File: config.mk
export PLATFORM = sky130hd
export DESIGN_NAME = sd_cmd_serializer
export DESIGN_NICKNAME = d
export VERILOG_FILES = /design/src/rtl/sd_cmd_serializer.sv
export SDC_FILE = /design/constraint.sdc
export NUM_CORES = 1
export LEC_CHECK = 0
export CAP_MARGIN = 20
export CORE_ASPECT_RATIO = 1.4
export CORE_MARGIN = 1.5
export CORE_UTILIZATION = 55
export CTS_BUF_LIST = sky130_fd_sc_hd__clkbuf_4
export CTS_CLUSTER_SIZE = 14
export DETAILED_ROUTE_END_ITERATION = 8
export MAX_ROUTING_LAYER = met4
export PLACE_DENSITY = 0.87
export SYNTH_ARGS = -nofsm -noshare
export SYNTH_HDL_FRONTEND = slang
export SYNTH_SLANG_ARGS = --single-unit
File: constraint.sdc
create_clock -name sd_clock -period 2.3 [get_ports sd_clock]
set_clock_uncertainty 0.05 [all_clocks]
set_input_delay 0.345 -clock sd_clock [delete_from_list [all_inputs] [get_ports sd_clock]]
set_output_delay 0.345 -clock sd_clock [all_outputs]
set_load 0.1 [all_outputs]
File: src/rtl/sd_cmd_serializer.sv
// sd_cmd_serializer: builds the 48-bit SD CMD token from an index and argument
// and shifts it MSB-first to the CMD pad, one bit per sd_clock, followed by a
// minimum idle gap of GAP_CYCLES cycles.
// Optional macro SD_CMD_CRC_EN: when defined the CRC7 field is computed
// serially; when undefined the CRC field is sent as all ones.
module sd_cmd_serializer #(
  parameter int GAP_CYCLES = 8
) (
  input  logic        sd_clock,
  input  logic        reset,
  input  logic        start,
  input  logic [5:0]  cmd_index,
  input  logic [31:0] cmd_arg,
  output logic        ready,
  output logic        done,
  output logic        pad_data,
  output logic        pad_enable,
  output logic        pad_output_input
);

  localparam logic [1:0] IDLE = 2'd0;
  localparam logic [1:0] SEND = 2'd1;
  localparam logic [1:0] GAP  = 2'd2;

  localparam int GW = (GAP_CYCLES > 2) ? $clog2(GAP_CYCLES) : 1;
  localparam logic [GW-1:0] GAP_LOAD = (GAP_CYCLES > 0) ? GW'(GAP_CYCLES - 1) : '0;

  logic [1:0]    state_q, state_d;
  logic [5:0]    bitCnt_q, bitCnt_d;
  logic [GW-1:0] gapCnt_q, gapCnt_d;
  logic [38:0]   shift_q, shift_d;
  logic          padData_q, padData_d;
  logic          padEn_q, padEn_d;
  logic          padOe_q, padOe_d;
  logic          done_q, done_d;
  logic          crcOut;

`ifdef SD_CMD_CRC_EN
  logic [6:0] crc_q, crc_d;
  logic       crcFb;

  assign crcOut = crc_q[6];
  assign crcFb  = crc_q[6] ^ shift_q[38];
`else
  assign crcOut = 1'b1;
`endif

  assign ready            = (state_q == IDLE);
  assign done             = done_q;
  assign pad_data         = padData_q;
  assign pad_enable       = padEn_q;
  assign pad_output_input = padOe_q;

  // Next-state logic: frame capture, bit sequencing, CRC and gap counting.
  // bitCnt_q holds the frame index of the bit currently on pad_data; the
  // shift register holds the remaining header bits 46..8 with the next at [38].
  always_comb begin
    state_d   = state_q;
    bitCnt_d  = bitCnt_q;
    gapCnt_d  = gapCnt_q;
    shift_d   = shift_q;
    padData_d = padData_q;
    padEn_d   = padEn_q;
    padOe_d   = padOe_q;
    done_d    = 1'b0;
`ifdef SD_CMD_CRC_EN
    crc_d     = crc_q;
`endif
    case (state_q)
      IDLE: begin
        padData_d = 1'b1;
        padEn_d   = 1'b0;
        padOe_d   = 1'b0;
        if (start) begin
          // The start bit (frame bit 47) goes out immediately. It is a zero,
          // so folding it into a zero-initialised CRC leaves the CRC at zero.
          shift_d   = {1'b1, cmd_index, cmd_arg};
          bitCnt_d  = 6'd47;
          padData_d = 1'b0;
          padEn_d   = 1'b1;
          padOe_d   = 1'b1;
          state_d   = SEND;
`ifdef SD_CMD_CRC_EN
          crc_d     = 7'd0;
`endif
        end
      end
      SEND: begin
        if (bitCnt_q == 6'd0) begin
          padData_d = 1'b1;
          padEn_d   = 1'b0;
          padOe_d   = 1'b0;
          done_d    = 1'b1;
          if (GAP_CYCLES > 0) begin
            gapCnt_d = GAP_LOAD;
            state_d  = GAP;
          end else begin
            state_d  = IDLE;
          end
        end else begin
          bitCnt_d = bitCnt_q - 6'd1;
          if (bitCnt_q > 6'd8) begin
            padData_d = shift_q[38];
            shift_d   = {shift_q[37:0], 1'b0};
`ifdef SD_CMD_CRC_EN
            crc_d     = {crc_q[5:3], crc_q[2] ^ crcFb, crc_q[1:0], crcFb};
`endif
          end else if (bitCnt_q > 6'd1) begin
            padData_d = crcOut;
`ifdef SD_CMD_CRC_EN
            crc_d     = {crc_q[5:0], 1'b0};
`endif
          end else begin
            padData_d = 1'b1;
          end
        end
      end
      GAP: begin
        if (gapCnt_q == '0) begin
          state_d = IDLE;
        end else begin
          gapCnt_d = gapCnt_q - GW'(1);
        end
      end
      default: begin
        state_d   = IDLE;
        padData_d = 1'b1;
        padEn_d   = 1'b0;
        padOe_d   = 1'b0;
      end
    endcase
  end

  // State registers with synchronous reset; reset abandons any partial frame.
  always_ff @(posedge sd_clock) begin
    if (reset) begin
      state_q   <= IDLE;
      bitCnt_q  <= 6'd0;
      gapCnt_q  <= '0;
      shift_q   <= '0;
      padData_q <= 1'b1;
      padEn_q   <= 1'b0;
      padOe_q   <= 1'b0;
      done_q    <= 1'b0;
`ifdef SD_CMD_CRC_EN
      crc_q     <= 7'd0;
`endif
    end else begin
      state_q   <= state_d;
      bitCnt_q  <= bitCnt_d;
      gapCnt_q  <= gapCnt_d;
      shift_q   <= shift_d;
      padData_q <= padData_d;
      padEn_q   <= padEn_d;
      padOe_q   <= padOe_d;
      done_q    <= done_d;
`ifdef SD_CMD_CRC_EN
      crc_q     <= crc_d;
`endif
    end
  end

endmodule

Word level (Yosys, flattened, before mapping)
Index checks and enable logic that the tools add are counted.
Word-level totals
  register bits: 53
  input port bits: 41
  output and inout port bits: 5
  logic and storage cells: 53
Operators by class
  add/sub/neg operators: 2
  magnitude comparators: 1
  equality and inequality tests: 8
  mux-type cells: 22
  bitwise operators: 2
  reductions and logical operators: 11
Operators with widths (number)
  39-bit 2-to-1 mux: 3
  39-bit case mux with 2 select lines: 1
  6-bit 2-to-1 mux: 2
  2-bit != test (second input constant): 6
  6-bit case mux with 2 select lines: 1
  3-bit AND reduction: 3
  6-bit by 4-bit greater-than comparator with 1-bit output (second input constant): 1
  6-bit zero test: 1
  1-bit 2-to-1 mux: 6
  2-bit 2-to-1 mux: 3
  3-bit 2-to-1 mux: 2
  1-bit case mux with 3 select lines: 2
  2-bit case mux with 3 select lines: 1
  3-bit case mux with 2 select lines: 1
  6-bit by 1-bit subtractor with 6-bit output (second input constant): 1
  4-bit AND reduction: 1
  2-bit nonzero test: 2
  3-bit zero test: 1
  3-bit by 1-bit subtractor with 3-bit output (second input constant): 1
  2-bit by 1-bit == test with 1-bit output (second input constant): 1
  2-bit == test (second input constant): 1
  2-bit zero test: 1
  1-bit NOT: 2
  2-bit AND reduction: 1
  2-bit OR reduction: 1

Depth between registers and ports, before layout
Gate-level depths: netlist of the first run.
  depth in word-level cells: 4
  mapped depth: 8
  mapped depth without buffers: 6

Worst setup path after synthesis of the first run
No wires, ideal clock.
  path type: reg2reg
  start point: register state_q[0]
  end point: register shift_q[3]
  setup time: 0.100 ns
  arrival time: 1.821 ns
  required time: 2.150 ns
  slack: 0.329 ns
  cell stages (with the launch flop): 8
  path buffers: 3
  clock period less this slack: 1.971 ns
  cell sequence: dfxtp_1 -> buf_2 -> nor2_4 -> and2_1 -> buf_2 -> buf_2 -> nor2_1 -> a2111oi_4
Between the ends
  cells in the longest elaborated chain, start to end: 3
  elaborated cells on any way between the ends: 8
  classes of those cells: eq/ne (4); mux (1); reduce/logical (3)
Ends and longest elaborated chain
  start: declaration: line 28  | logic [1:0] state_q, state_d;
  start signal: assignment: line 149  | state_q <= state_d;
  2-bit zero test *
  via ready: line 14  | output logic ready,
  2-bit != test (no line) or 2-bit nonzero test (tied branches)
  4-bit AND reduction (no line)
  end signal: assignment: line 152  | shift_q <= shift_d;
  end: declaration: line 31  | logic [38:0] shift_q, shift_d;
Mark *: on every way through the listed nets, which the timed path passes. The rest lies on a longest branch.
A chain may end at the register's enable or synchronous reset.

Final worst setup path of the first run
  start point: register bitCnt_q[0]
  end point: register shift_q[25]
Between the ends
  cells in the longest elaborated chain, start to end: 3
  elaborated cells on any way between the ends: 5
  classes of those cells: order compare (1); eq/ne (2); reduce/logical (2)
Ends and longest elaborated chain
  start: declaration: line 29  | logic [5:0] bitCnt_q, bitCnt_d;
  start signal: assignment: line 150  | bitCnt_q <= bitCnt_d;
  6-bit by 4-bit greater-than comparator with 1-bit output or 6-bit zero test (tied branches): line 102, 89
  2-bit != test (no line)
  4-bit AND reduction (no line) *
Every way passes the cells marked *; elsewhere a longest branch is shown, timed or not.

==> results of run 1 <==
-- logic make-up after synthesis --
kind of cell / Yosys count / synth area share, %
and+or+nand+nor: 144 / 24.0
AOI/OAI and AO/OA: 58 / 28.5
DFF: 53 / 38.1
buffers and inverters: 37 / 6.65
adders and majority gates: 4 / 1.80
xor gates and xnor gates: 2 / 0.629
muxes: 1 / 0.359
-- metrics by stage --
| stage | hold WS [ns] | cell area (um^2) |
|---|---|---|
| 2_1_floorplan | 0.393 | 2790 |
| 4_1_cts | 0.362 | 3320 |
| 3_3_place_gp | 0.408 | 3240 |
| 6_report | 0.373 | 3320 |
| 5_1_grt | 0.373 | 3320 |
| 3_5_place_dp | 0.416 | 3240 |
-- worst paths after layout --
| check | startpoint | endpoint | slack [ns] |
|---|---|---|---|
| setup / recovery | bitCnt_q[0] | shift_q[25] | 0.25 |
| hold / removal | reset | shift_q[0] | 0.37 |
| setup reg to reg | bitCnt_q[0] | shift_q[25] | 0.25 |
| hold reg to reg | gapCnt_q[0] | gapCnt_q[0] | 0.44 |
-- layer usage --
metal  vias to the layer above  part of all wire [%]  GRT usage [%]
li1                       1151                     -              -
met1                      1093                    43           28.1
met2                        52                    52           39.8
met3                         7                   4.0           3.36
met4                         0                   1.2           6.67
met5                         -                     0              -
-- power by group --
part / leakage, uW / internal [uW] / total [uW] / switching (uW)
sequential: 0.000439 / 1050 / 1140 / 90.0
clock: 0.0000433 / 239 / 516 / 277
combinational: 0.000661 / 383 / 897 / 514
total: 0.00114 / 1680 / 2560 / 881
-- Yosys cell counts (2+ instances only) --
cell type  count
nor2_1        80
a21oi_1        2
a31oi_1        4
a2111oi_2     31
xnor2_1        2
buf_6          3
a2111oi_4      6
clkbuf_1       9
inv_1          7
nand2b_1       5
nand2_1        3
nor2b_1        2
nor3_1        43
a211oi_1       6
ha_1           4
dfxtp_1       53
buf_2         16
-- worst max-delay path, cell delays in order (launching register included) --
cell and delay, ns:
dfxtp_1 0.42, inv_1 0.10, ha_1 0.26, nand2b_1 0.14, a21boi_4 0.07, nand2b_4 0.30
buf_12 0.26, a2111oi_2 0.33
-- registers in the layout, summed over array words and instances (netlist names) --
name and flops:
bitCnt_q 6, done 1, gapCnt_q 3, pad_data 1
pad_output_input 1, shift_q 39, state_q 2
-- cell type report --
cell class / count / area (um^2)
Fill cell: 395 / 1560
Multi-Input combinational cell: 209 / 1540
Sequential cell: 53 / 1060
Timing Repair Buffer: 54 / 538
Tap cell: 64 / 80.1
Clock buffer: 6 / 45.0
Clock inverter: 2 / 33.8
Inverter: 7 / 26.3
-- cell usage in the layout (no fill, tap or decap), drive strengths merged, types with 2 or more instances in the layout --
master,instances
xnor2,2
a31oi,4
ha,4
clkdlybuf4s50,39
nor3,43
dfxtp,53
a21oi,2
a2111oi,37
inv,7
clkbuf,6
nor2b,2
nor2,82
buf,15
a211oi,6
nand2b,6
nand2,3
==> results by group, run 1 <==
Setup path
  • Critical Path RT: 2.51 ns
  • Setup CP Type: flop to flop
  • Worst setup EP type: flop
  • Type of origin of the critical path: flop
  • Max FO, Critical Path: 24
  • Crit path DAT: between 2 and 2.5 ns
  • R2R depth: 7

Placement
  • Dpl ws: approximately 0.3 ns
  • Port bufs: 45
  • RD Place Congestion: 0.903
  • Placed insts: 387
  • Hpwl dp: 3820 um

Floorplan
  • Std cell rows: 30
  • IO Pins: 46
  • Core area: just under 5000 um^2
  • Starting Density: 57.1%
  • Die Height: ~87 um
  • Die Area: 5510 um^2
  • Width of the die: 63.1 um

Synthesis
  • Post-Syn Nets: 344
  • Syn Area/Cell: 9.31 um^2
  • Yosys warns: 0
  • Netlist area before placement: about 2800 um^2
  • Async SR Flop Fraction: 0%
  • Primary FF master, synth: dfxtp_1
  • Gate Count Post-Synth: 299
  • Top cell type's share of synthesized area: 38.1%
  • Yosys cell types: 40
  • Sequential area share after synthesis: 38.1%
  • Post-synth EDFFs: 0
  • Seq cells post-synth: 53
  • Area leader, netlist: dfxtp_1
  • Largest cells by area after synthesis: dfxtp_1, a2111oi_2, nor2_1

CTS
  • TritonCTS clock tree: built
  • H-tree depth: 2
  • Clock Tree Buf Depth: 2
  • CTS Sinks: 53
  • # hold bufs at CTS: 0
  • Setup bufs post-CTS: 0
  • CTS buffer count: 5
  • Root Buffer: clkbuf_4
  • Clock Latency Late Sink: ~0.37 ns
  • Post-CTS sizing: 0
  • Clock Pin Slew Worst Setup and Hold Paths: approximately 0.14 ns

Pwr
  • Power Density: between 700 and 800 nW/um^2
  • Peak VDD IR: 0.518 mV
  • Total power: 2560 uW
  • Pleak: 0.00114 uW

Global route
  • Largest net degree at the start of global routing: 44
  • Overall Global Routing Usage: between 20% and 30%
  • Vias in the first global route: 2,189
  • Remaining global-route overflow: 0
  • Initial antenna violation count: 0
  • First-pass GRT wire length: 9970 um

Timing
  • Worst slew pin tran: 0.482 ns
  • Max frequency: 488 MHz
  • Final Hold Vio Count: 0
  • Relative slew slack: 67.9%
  • RSZ-0062 raised after global routing: no
  • Setup WS post-layout: 0.252 ns
  • Final Critical Period: 2.05 ns
  • Tcrit/Tclk final: just under 90%
  • Slew Limit Fails: 0
  • Final setup viols: 0
  • Setup tns final: 0 ns

Final layout
  • Core Util, Final: 68.1%
  • Total Nets Final: approximately 380
  • Non-filler instance count after layout: 395
  • Share of cells above drive strength 1: 19.3%
  • Area growth syn-to-layout: 19.3%
  • # diodes: 0

Routing
  • Post-Route WL: ~5700 um
  • Via/cell ratio: roughly 5.8
  • DRC viols: 0
  • Total iterations of the first detailed-routing run: 4
  • Via count: between 2,000 and 2,500
  • Final ANT Viol Nets: 0
  • Post-DR wirelength/cell: 14.5 um
  • DRT iter0 DRCs: 165

Outcome
  • Status: complete, no violations

Job
  • Max-Cap Viols: 0

Worst hold path
  • Hold Path Stages: 2
  • Hold WC Path Type: primary input to flop
No activity file was read; power rests on OpenSTA's default activity.
==> inputs of run 2 (changes only) <==
- SLEW_MARGIN: not set -> 25
==> results of run 2 <==
Final layout, timing and power as in run 1 (identical DEF).
==> inputs of run 3 (changes only) <==
- CORE_UTILIZATION: 55 -> 60
- DONT_BUFFER_PORTS: not set -> 1
- MAX_ROUTING_LAYER: met4 -> not set
- PLACE_DENSITY: 0.87 -> 0.81
- RECOVER_POWER: not set -> 25
==> run 3 against run 2 <==
  * Critical path type unchanged
  * First-iteration DRC count is 12% lower
  * Cell area shrank 13%
  * Hold slack worse by 0.34 ns
  * Critical path depth shrank 1
  * Count of clock-buffer cells in the layout unchanged
  * Maximum frequency decreased by 1.6%
  * Combinational power decreased by 11%
  * Routed wire length fell by 4.4%
  * Die area is 8.0% lower
  * Non-clock buffer count decreased by 43
  * Sequential cell count unchanged
  * Cell count shrank 11%
  * Largest cell class unchanged
  * Largest power group unchanged
==> results by group, run 3 (synthesis results as in run 1) <==
Setup path
  • Crit path DAT: 2.30 ns (+0.04 ns)
  • R2R depth: 6 (-1)
  • Critical Path RT: 2.52 ns (about the same)
  • Crit-path cells: inv_1 -> ha_1 -> nand2b_1 -> a21boi_4 -> nand2b_4 -> a2111oi_2
  • Worst setup EP type: flop
  • Max FO, Critical Path: 38 (+58%)
  • CP max stage cell: nand2b_4
  • Setup CP Type: flop to flop
  • Worst r2r src: bitCnt_q[0]
  • Type of origin of the critical path: flop
  • End of the critical path: shift_q[14]
  • Reg2reg setup slack: 0.22 ns (-0.03 ns)
  • FF-to-FF End: shift_q[14]
  • Worst setup path start: bitCnt_q[0]
  • Slowest cell delay on critical path: 0.49 ns (+0.07 ns)

Pwr
  • Peak VDD IR: 0.512 mV (-1.1%)
  • Power Density: 861 nW/um^2 (+12%)
  • Total power: 2480 uW (-3.2%)
  • Pleak: 0.000961 uW (-16%)

Final layout
  • Max reg flops: 39 (unchanged)
  • Commonest cells after routing, fill and taps aside: nor2_1, dfxtp_1, nor3_1, a2111oi_2, inv_1
  • Most common cell after layout, fill and taps aside: nor2_1
  • Register area: 1060 um^2 (+0.12%)
  • Area growth syn-to-layout: 3.23%
  • Largest register by flop count: shift_q
  • Total Nets Final: 332 (-11%)
  • Fill cells: 390 (-1.3%)
  • Share of cells above drive strength 1: 21.2% (+1.8 points)
  • Registers with the most flip-flops: shift_q: 39 flops, bitCnt_q: 6 flops, gapCnt_q: 3 flops
  • Multi-input logic area: 1540 um^2 (unchanged)
  • # diodes: 0 (unchanged)

Timing
  • RSZ-0062 raised after global routing: no
  • Slew Limit Fails: 0 (unchanged)
  • Final Critical Period: 2.08 ns (+0.0329 ns)
  • Max frequency: 481 MHz (-1.6%)
  • Setup tns final: 0 ns (unchanged)
  • Tcrit/Tclk final: 90.5% (+1.4 points)
  • Worst slew pin tran: 1.15 ns (+0.673 ns)
  • Relative slew slack: 23.3% (-45 points)
  • Final setup viols: 0 (unchanged)
  • Final Hold Vio Count: 0 (unchanged)

Floorplan
  • Starting Density: 61.9% (+4.8 points)
  • Die Height: 83.6 um (-4.1%)
  • Width of the die: 60.6 um (-4.1%)
  • Die Area: 5070 um^2 (-8.0%)
  • Std cell rows: 29 (-3.3%)
  • Core area: 4500 um^2 (-7.8%)
  • IO Pins: 46 (unchanged)

CTS
  • Clock Pin Slew Worst Setup and Hold Paths: 0.15 ns (about the same)
  • Root Buffer: clkbuf_4
  • CTS Sinks: 53 (unchanged)
  • Clock Tree Buf Depth: 2 (unchanged)
  • Post-CTS sizing: 0 (unchanged)
  • Clock Latency Late Sink: 0.37 ns (about the same)
  • H-tree depth: 2 (unchanged)
  • TritonCTS clock tree: built
  • CTS buffer count: 5 (unchanged)

Worst hold path
  • HP Start: reset
  • Hold WC Path Type: primary input to flop

Routing
  • Final ANT Viol Nets: 0 (unchanged)
  • Post-DR wirelength/cell: 15.7 um (+7.8%)
  • Post-Route WL: 5490 um (-4.4%)
  • DRC viols: 0 (unchanged)
  • Total iterations of the first detailed-routing run: 5 (+1)
  • DRT iter0 DRCs: 145 (-12%)
  • Via count: 2,139 (-7.1%)
  • Via/cell ratio: 6.11 (+4.8%)

Placement
  • RD Place Congestion: 0.926 (+2.5%)
  • Port bufs: 0 (-100%)
  • Hpwl dp: 3580 um (-6.3%)

Global route
  • Initial antenna violation count: 0 (unchanged)
  • Remaining global-route overflow: 0 (unchanged)
  • Vias in the first global route: 1,971 (-10%)
  • Overall Global Routing Usage: 23.0% (-0.14 points)
  • Largest net degree at the start of global routing: 53 (+20%)
  • First-pass GRT wire length: 9120 um (-8.5%)

Job
  • Max-Cap Viols: 0 (unchanged)

Outcome
  • Status: complete, no violations
run 3: cell type report:
cell class | count | area share, %
clock buffer | 6 | 1.57
clock inverter | 2 | 1.35
inverter | 7 | 0.914
multi-input combinational | 209 | 53.5
sequential | 53 | 36.9
tap | 62 | 2.70
timing repair buffer | 11 | 3.00
run 3: report_power, final:
| part | switching (uW) | internal, uW | leakage (uW) |
|---|---|---|---|
| Clock | 289 | 244 | 0.0000459 |
| Sequential | 87.6 | 1050 | 0.000439 |
| Combinational | 497 | 303 | 0.000475 |
run 3: worst min-delay path by stage:
stage	end	slack [ns]	cells after the start
3_5_place_dp	shift_q[19]	0.37	1
5_1_grt	shift_q[0]	0.01	2
6_report	pad_data	0.03	2
2_1_floorplan	gapCnt_q[0]	0.39	1
4_1_cts	pad_data	0.01	2
3_3_place_gp	shift_q[18]	0.37	1
run 3: timing repair:
item | CTS | global route
buffers inserted | 0 | 0
hold endpoints to repair | 52 | 0
hold buffers | 1 | 0
run 3: per-layer routing:
layer / track usage (%) / routed length [um] / vias up
met3: 5.89 / 226 / 12
met1: 30.1 / 2360 / 1037
met5: 0 / 0 / -
met2: 35.6 / 2770 / 30
li1: - / - / 1060
met4: 8.70 / 128 / 0
run 3: critical path: cells and delay by family (launching register included):
| kind | cells | cell delay [ns] |
|---|---|---|
| AOI/OAI and AO/OA | 2 | 0.52 |
| adders and majority gates | 1 | 0.26 |
| buffers and inverters | 1 | 0.10 |
| DFF | 1 | 0.41 |
| and+or+nand+nor | 2 | 0.63 |
run 3: through the flow:
stage          hold slack (ns)  setup slack [ns]  instance area [um^2]  std cells  utilization (%)
2_1_floorplan            0.393             0.329                  2790        299                -
3_3_place_gp             0.365             0.333                  2780        341             61.8
3_5_place_dp             0.367             0.231                  2780        341             61.8
4_1_cts                 0.0102             0.195                  2890        350             64.3
5_1_grt                 0.0126            0.0749                  2880        350             63.9
6_report                0.0296             0.219                  2880        350             63.9
